<file path="config.mk">
export PLATFORM = sky130hd
export DESIGN_NAME = fetch_stage
export DESIGN_NICKNAME = d
export VERILOG_FILES = /design/src/rtl/fetch_pkg.sv /design/src/rtl/fetch_fifo.sv /design/src/rtl/fetch_stage.sv
export SDC_FILE = /design/constraint.sdc
export NUM_CORES = 1
export LEC_CHECK = 0
export ABC_CLOCK_PERIOD_IN_PS = 3050
export CAP_MARGIN = 20
export CORE_AREA = 2 2 163 165
export CTS_CLUSTER_SIZE = 10
export DETAILED_ROUTE_END_ITERATION = 12
export DIE_AREA = 0 0 165 167
export HOLD_SLACK_MARGIN = 0.06
export PLACE_DENSITY = 0.76
export SETUP_SLACK_MARGIN = 0.3
export SYNTH_ARGS = -nofsm -noshare
export SYNTH_HDL_FRONTEND = slang
export SYNTH_SLANG_ARGS = --single-unit
</file>
<file path="constraint.sdc">
create_clock -name clk -period 3.05 [get_ports clk]
set_clock_uncertainty 0.15 [all_clocks]
set_input_delay 0.61 -clock clk [delete_from_list [all_inputs] [get_ports clk]]
set_output_delay 0.61 -clock clk [all_outputs]
set_load 0.02 [all_outputs]
</file>
<file path="src/rtl/fetch_pkg.sv">
// fetch_pkg: shared widths, constants and FSM state type for the fetch front-end
package fetch_pkg;
  localparam int XLEN = 32;
  localparam logic [XLEN-1:0] NOP_INSTR = 32'h0000_0013;
  localparam logic [XLEN-1:0] PC_STEP = 32'd4;
  typedef enum logic [1:0] {IDLE, REQ, WAIT, KILL} state_t;
endpackage

</file>
<file path="src/rtl/fetch_fifo.sv">
// fetch_fifo: {pc, instr} buffer between imem responses and decode; flush wins over push/pop
module fetch_fifo
  import fetch_pkg::*;
#(
  parameter int DEPTH = 4,
  localparam int AW = $clog2(DEPTH)
) (
  input  logic            clk,
  input  logic            reset,
  input  logic            push,
  input  logic            pop,
  input  logic            flush,
  input  logic [XLEN-1:0] pc_in,
  input  logic [XLEN-1:0] instr_in,
  output logic [AW:0]     count,
  output logic            empty,
  output logic [XLEN-1:0] head_pc,
  output logic [XLEN-1:0] head_instr
);
  logic [XLEN-1:0] pc_mem [DEPTH];
  logic [XLEN-1:0] instr_mem [DEPTH];
  logic [AW-1:0] wp, rp;
  logic pop_ok;
  assign empty = count == '0;
  assign pop_ok = pop && !empty;
  assign head_pc = pc_mem[rp];
  assign head_instr = instr_mem[rp];
  always_ff @(posedge clk or posedge reset) begin
    if (reset) begin
      wp <= '0;
      rp <= '0;
      count <= '0;
    end else if (flush) begin
      wp <= '0;
      rp <= '0;
      count <= '0;
    end else begin
      if (push) wp <= wp + AW'(1);
      if (pop_ok) rp <= rp + AW'(1);
      count <= count + {{AW{1'b0}}, push} - {{AW{1'b0}}, pop_ok};
    end
  end
  always_ff @(posedge clk) begin
    if (push && !flush) begin
      pc_mem[wp] <= pc_in;
      instr_mem[wp] <= instr_in;
    end
  end
endmodule

</file>
<file path="src/rtl/fetch_stage.sv">
// fetch_stage: fetch PC, single-outstanding imem req/gnt/rvalid fetch, buffered hand-off to decode.
// Define FETCH_BYPASS_EN to forward a response straight to decode when the buffer is empty.
module fetch_stage
  import fetch_pkg::*;
#(
  parameter logic [XLEN-1:0] RESET_PC = 32'h0000_0000,
  parameter int DEPTH = 4
) (
  input  logic            clk,
  input  logic            reset,
  output logic            imem_req,
  output logic [XLEN-1:0] imem_addr,
  input  logic            imem_gnt,
  input  logic            imem_rvalid,
  input  logic [XLEN-1:0] imem_rdata,
  output logic            instr_valid,
  output logic [XLEN-1:0] instr,
  output logic [XLEN-1:0] instr_pc,
  input  logic            instr_ready,
  input  logic            redirect,
  input  logic [XLEN-1:0] redirect_pc
);
  localparam int AW = $clog2(DEPTH);
  state_t state;
  logic [XLEN-1:0] fetch_pc, req_pc, head_pc, head_instr;
  logic [AW:0] count, after_push;
  logic empty, rsp, bypass, push, pop, space, space_after;
  assign rsp = state == WAIT && imem_rvalid && !redirect;
`ifdef FETCH_BYPASS_EN
  assign bypass = rsp && empty;
`else
  assign bypass = 1'b0;
`endif
  assign push = rsp && !(bypass && instr_ready);
  assign pop = instr_ready && !empty && !redirect;
  // The in-flight response already owns a slot, so WAIT needs one entry of headroom.
  assign space = state == WAIT ? count < (AW+1)'(DEPTH - 1) : count < (AW+1)'(DEPTH);
  assign after_push = count + {{AW{1'b0}}, push} - {{AW{1'b0}}, pop};
  assign space_after = after_push < (AW+1)'(DEPTH);
  assign imem_req = state == REQ;
  assign imem_addr = fetch_pc;
  assign instr_valid = !empty || bypass;
  assign instr = bypass ? imem_rdata : !empty ? head_instr : NOP_INSTR;
  assign instr_pc = bypass ? req_pc : !empty ? head_pc : '0;
  always_ff @(posedge clk or posedge reset) begin
    if (reset) begin
      state <= IDLE;
      fetch_pc <= RESET_PC;
      req_pc <= '0;
    end else if (redirect) begin
      fetch_pc <= redirect_pc & ~XLEN'(3);
      state <= (state == REQ ? imem_gnt : state != IDLE && !imem_rvalid) ? KILL : REQ;
    end else begin
      case (state)
        IDLE: if (space) state <= REQ;
        REQ:
          if (imem_gnt) begin
            state <= WAIT;
            req_pc <= fetch_pc;
            fetch_pc <= fetch_pc + PC_STEP;
          end
        WAIT: if (imem_rvalid) state <= space_after ? REQ : IDLE;
        KILL: if (imem_rvalid) state <= REQ;
        default: state <= IDLE;
      endcase
    end
  end
  fetch_fifo #(.DEPTH(DEPTH)) u_fifo (
    .clk(clk),
    .reset(reset),
    .push(push),
    .pop(pop),
    .flush(redirect),
    .pc_in(req_pc),
    .instr_in(imem_rdata),
    .count(count),
    .empty(empty),
    .head_pc(head_pc),
    .head_instr(head_instr)
  );
endmodule

</file>
==> flow_metrics.py <==
metrics = {
    "drt": {
        "wl_um": 27100,
        "drt_iter0_drc": 489,
        "wire_per_inst_um": 21.2,
        "drtAntennaViolNets": 0,
        "vias": 6920,
        "drcViolationCount": 0,
        "first_pass_iters": 5,
        "viasPerCell": 5.41,
    },
    "timing": {
        "post-route-period-util": 0.960,
        "fin_setup_tns_ps": 0,
        "finalHoldViolCount": 0,
        "finalMaxSlewViolations": 0,
        "post-route-min-period_ps": 2930,
        "rsz0062_at_grt": "yes",
        "slew_headroom": 0.519,
        "finalSetupViolations": 0,
        "max_freq_mhz": 342,
        "tightestPinTransition_ps": 721,
    },
    "layout": {
        "fillers": 1809,
        "layout_commonest_cell": "edfxtp_1",
        "multiInputGateArea_sq_um": 3510,
        "seq_area_sq_um": 9180,
        "layout_common_cells": "248 x edfxtp_1, 97 x clkdlybuf4s50_1, 67 x dfrtp_1",
        "drive_gt1_frac": 0.336,
        "areaGrowthSynthToFinish_pct": 30.7,
        "nNetsFinal": 994,
    },
    "yosys": {
        "ys.flop_type": "edfxtp_1",
        "yosysSeqAreaShare": 0.720,
        "synth.top_cell.area_share": 0.584,
        "synth_top_cell_by_area": "edfxtp_1",
        "synthTopCellsByArea": "edfxtp_1 58%, dfrtp_1 14%, mux4_2 11%, and2_1 3.1%, mux2_2 2.8%",
        "synth_warnings": 0,
        "ys_ff_latch": 317,
        "synth_cell_type_count": 41,
        "netlist_area_sq_um": 12700,
        "synth_edf_count": 248,
        "synth_cells": 704,
        "synthArstFlopShare": 0.218,
        "syn_avg_cell_area_sq_um": 18.1,
    },
    "clock_network": {
        "clk_latency_ps": 500,
        "cts_tree": "yes",
        "clock_sink_count": 317,
        "hold_buffers": 0,
        "cts_buffers": 38,
        "cts_root_buf": "clkbuf_16",
        "clk_pin_slew_ps": 50,
        "h-tree-depth": 2,
        "clock_path_buffers": 3,
    },
    "setup_path": {
        "start_kind": "flop",
        "rrSetupSlack_ps": 720,
        "crit_required_ps": 2290,
        "end_kind": "output pin",
        "path_class": "reg2out",
        "cp.arrival_ps": 2170,
        "path_max_fanout": 5,
    },
    "global_route": {
        "antenna_found_initial": 2,
        "grt_pass1_vias": 7325,
        "grt_max_degree": 70,
        "grt.total_usage": 0.201,
        "grt_first_pass_wirelength_um": 41500,
        "overflow": 0,
    },
    "worst_hold_path": {
        "worstHoldPathType": "in2async",
    },
    "die": {
        "dieWidth_um": 165,
        "io-pin-count": 168,
        "die-height_um": 167,
        "dieArea_sq_um": 27600,
        "start_util": 0.495,
        "std_cell_rows": 59,
        "core_area_sq_um": 25800,
    },
    "job": {
        "max_cap_viol_count": 0,
    },
    "outcome": {
        "status": "completed",
    },
    "placement": {
        "hpwl_um": 16200,
        "gp_congestion": 0.777,
        "io_buffers": 161,
    },
    "pwr": {
        "p_leak_nw": 5.92,
        "ir_drop_v": 0.000504,
        "total_power_mw": 11.1,
        "power.density_nw_per_um2": 668,
    },
}
==> area by class of cell <==
type | instances | area share
clock buffers | 65 | 0.0645
inverters | 7 | 0.00158
flip-flops and latches | 317 | 0.551
multi-input cells | 344 | 0.211
clock inverters | 3 | 0.00135
diodes | 1 | 0.000150
repair buffers | 207 | 0.145
well taps | 335 | 0.0252
==> cell families after synthesis <==
kind of cell / share of synthesized area
AO/OA/AOI/OAI: 0.0140
XOR/XNOR: 0.0241
adder cells (fa/ha/maj): 0.00884
buffers and inverters: 0.0169
flip-flops: 0.720
multiplexers: 0.139
other: 0.000294
AND/OR/NAND/NOR: 0.0766
==> cell usage after synthesis (11+ instances only) <==
cell / count
mux4_2: 62
and2_1: 64
edfxtp_1: 248
clkbuf_1: 18
nand4_1: 15
nand2_1: 36
dfrtp_1: 69
nand3_1: 11
o21ai_1: 16
xnor2_1: 11
xor2_1: 24
mux2_2: 32
buf_2: 13
nor2_1: 15
==> state kept, by name (all words and copies together) (netlist names) <==
name,flops
u_fifo.instr_mem,128
u_fifo.wp,2
u_fifo.count,3
u_fifo.rp,2
u_fifo.pc_mem,120
req_pc,30
state,2
imem_addr,30
==> through the flow <==
stage	std cells	setup WS, ps	util	hold slack (ps)	cell area [sq um]
final	1279	123	0.646	273	16700
after global routing	1278	55.1	0.646	293	16700
after detailed placement	1190	113	0.583	351	15000
after floorplan	707	550	-	322	12800
after global placement	1190	196	0.583	340	15000
after CTS	1278	96.8	0.646	267	16600
==> routing by layer <==
layer / share of wire / vias to the layer above / global-route usage
li1: - / 3124 / -
met1: 0.40 / 3541 / 0.260
met2: 0.51 / 230 / 0.342
met3: 0.075 / 25 / 0.0523
met4: 0.011 / 0 / 0.0469
met5: 0 / - / 0
==> report_power, final <==
| group | leakage (nW) | internal (mW) | switching, mW |
|---|---|---|---|
| combinational | 2.31 | 0.907 | 0.703 |
| clock | 0.524 | 2.38 | 1.58 |
| sequential | 3.08 | 5.20 | 0.365 |
| total | 5.92 | 8.49 | 2.64 |
==> worst max-delay path: stages (launching register included) <==
cell     delay [ps]
dfrtp_4         530
buf_12          170
buf_12          120
buf_16          130
mux4_2          400
and2_1          170
buf_2           160
==> path summary, 6_finish.rpt <==
path                              startpoint                   end  cells past startpoint
worst max register to register      state[0]              state[0]                      8
worst min register to register    req_pc[19]  u_fifo.pc_mem[0][19]                      0
min in group clk                  req_pc[19]  u_fifo.pc_mem[0][19]                      0
worst min-delay path                   reset         imem_addr[26]                      2
max in group asynchronous              reset          u_fifo.rp[1]                      3
worst max-delay path            u_fifo.rp[0]              instr[6]                      6
==> repair_timing <==
action / CTS / global route
setup endpoints to repair: 63 / 63
gates resized for setup: 420 / 6
pin swaps: 11 / 0
setup buffers: 13 / 0
gates cloned: 7 / 0
Note: power is estimated with default switching activity, not from simulation.
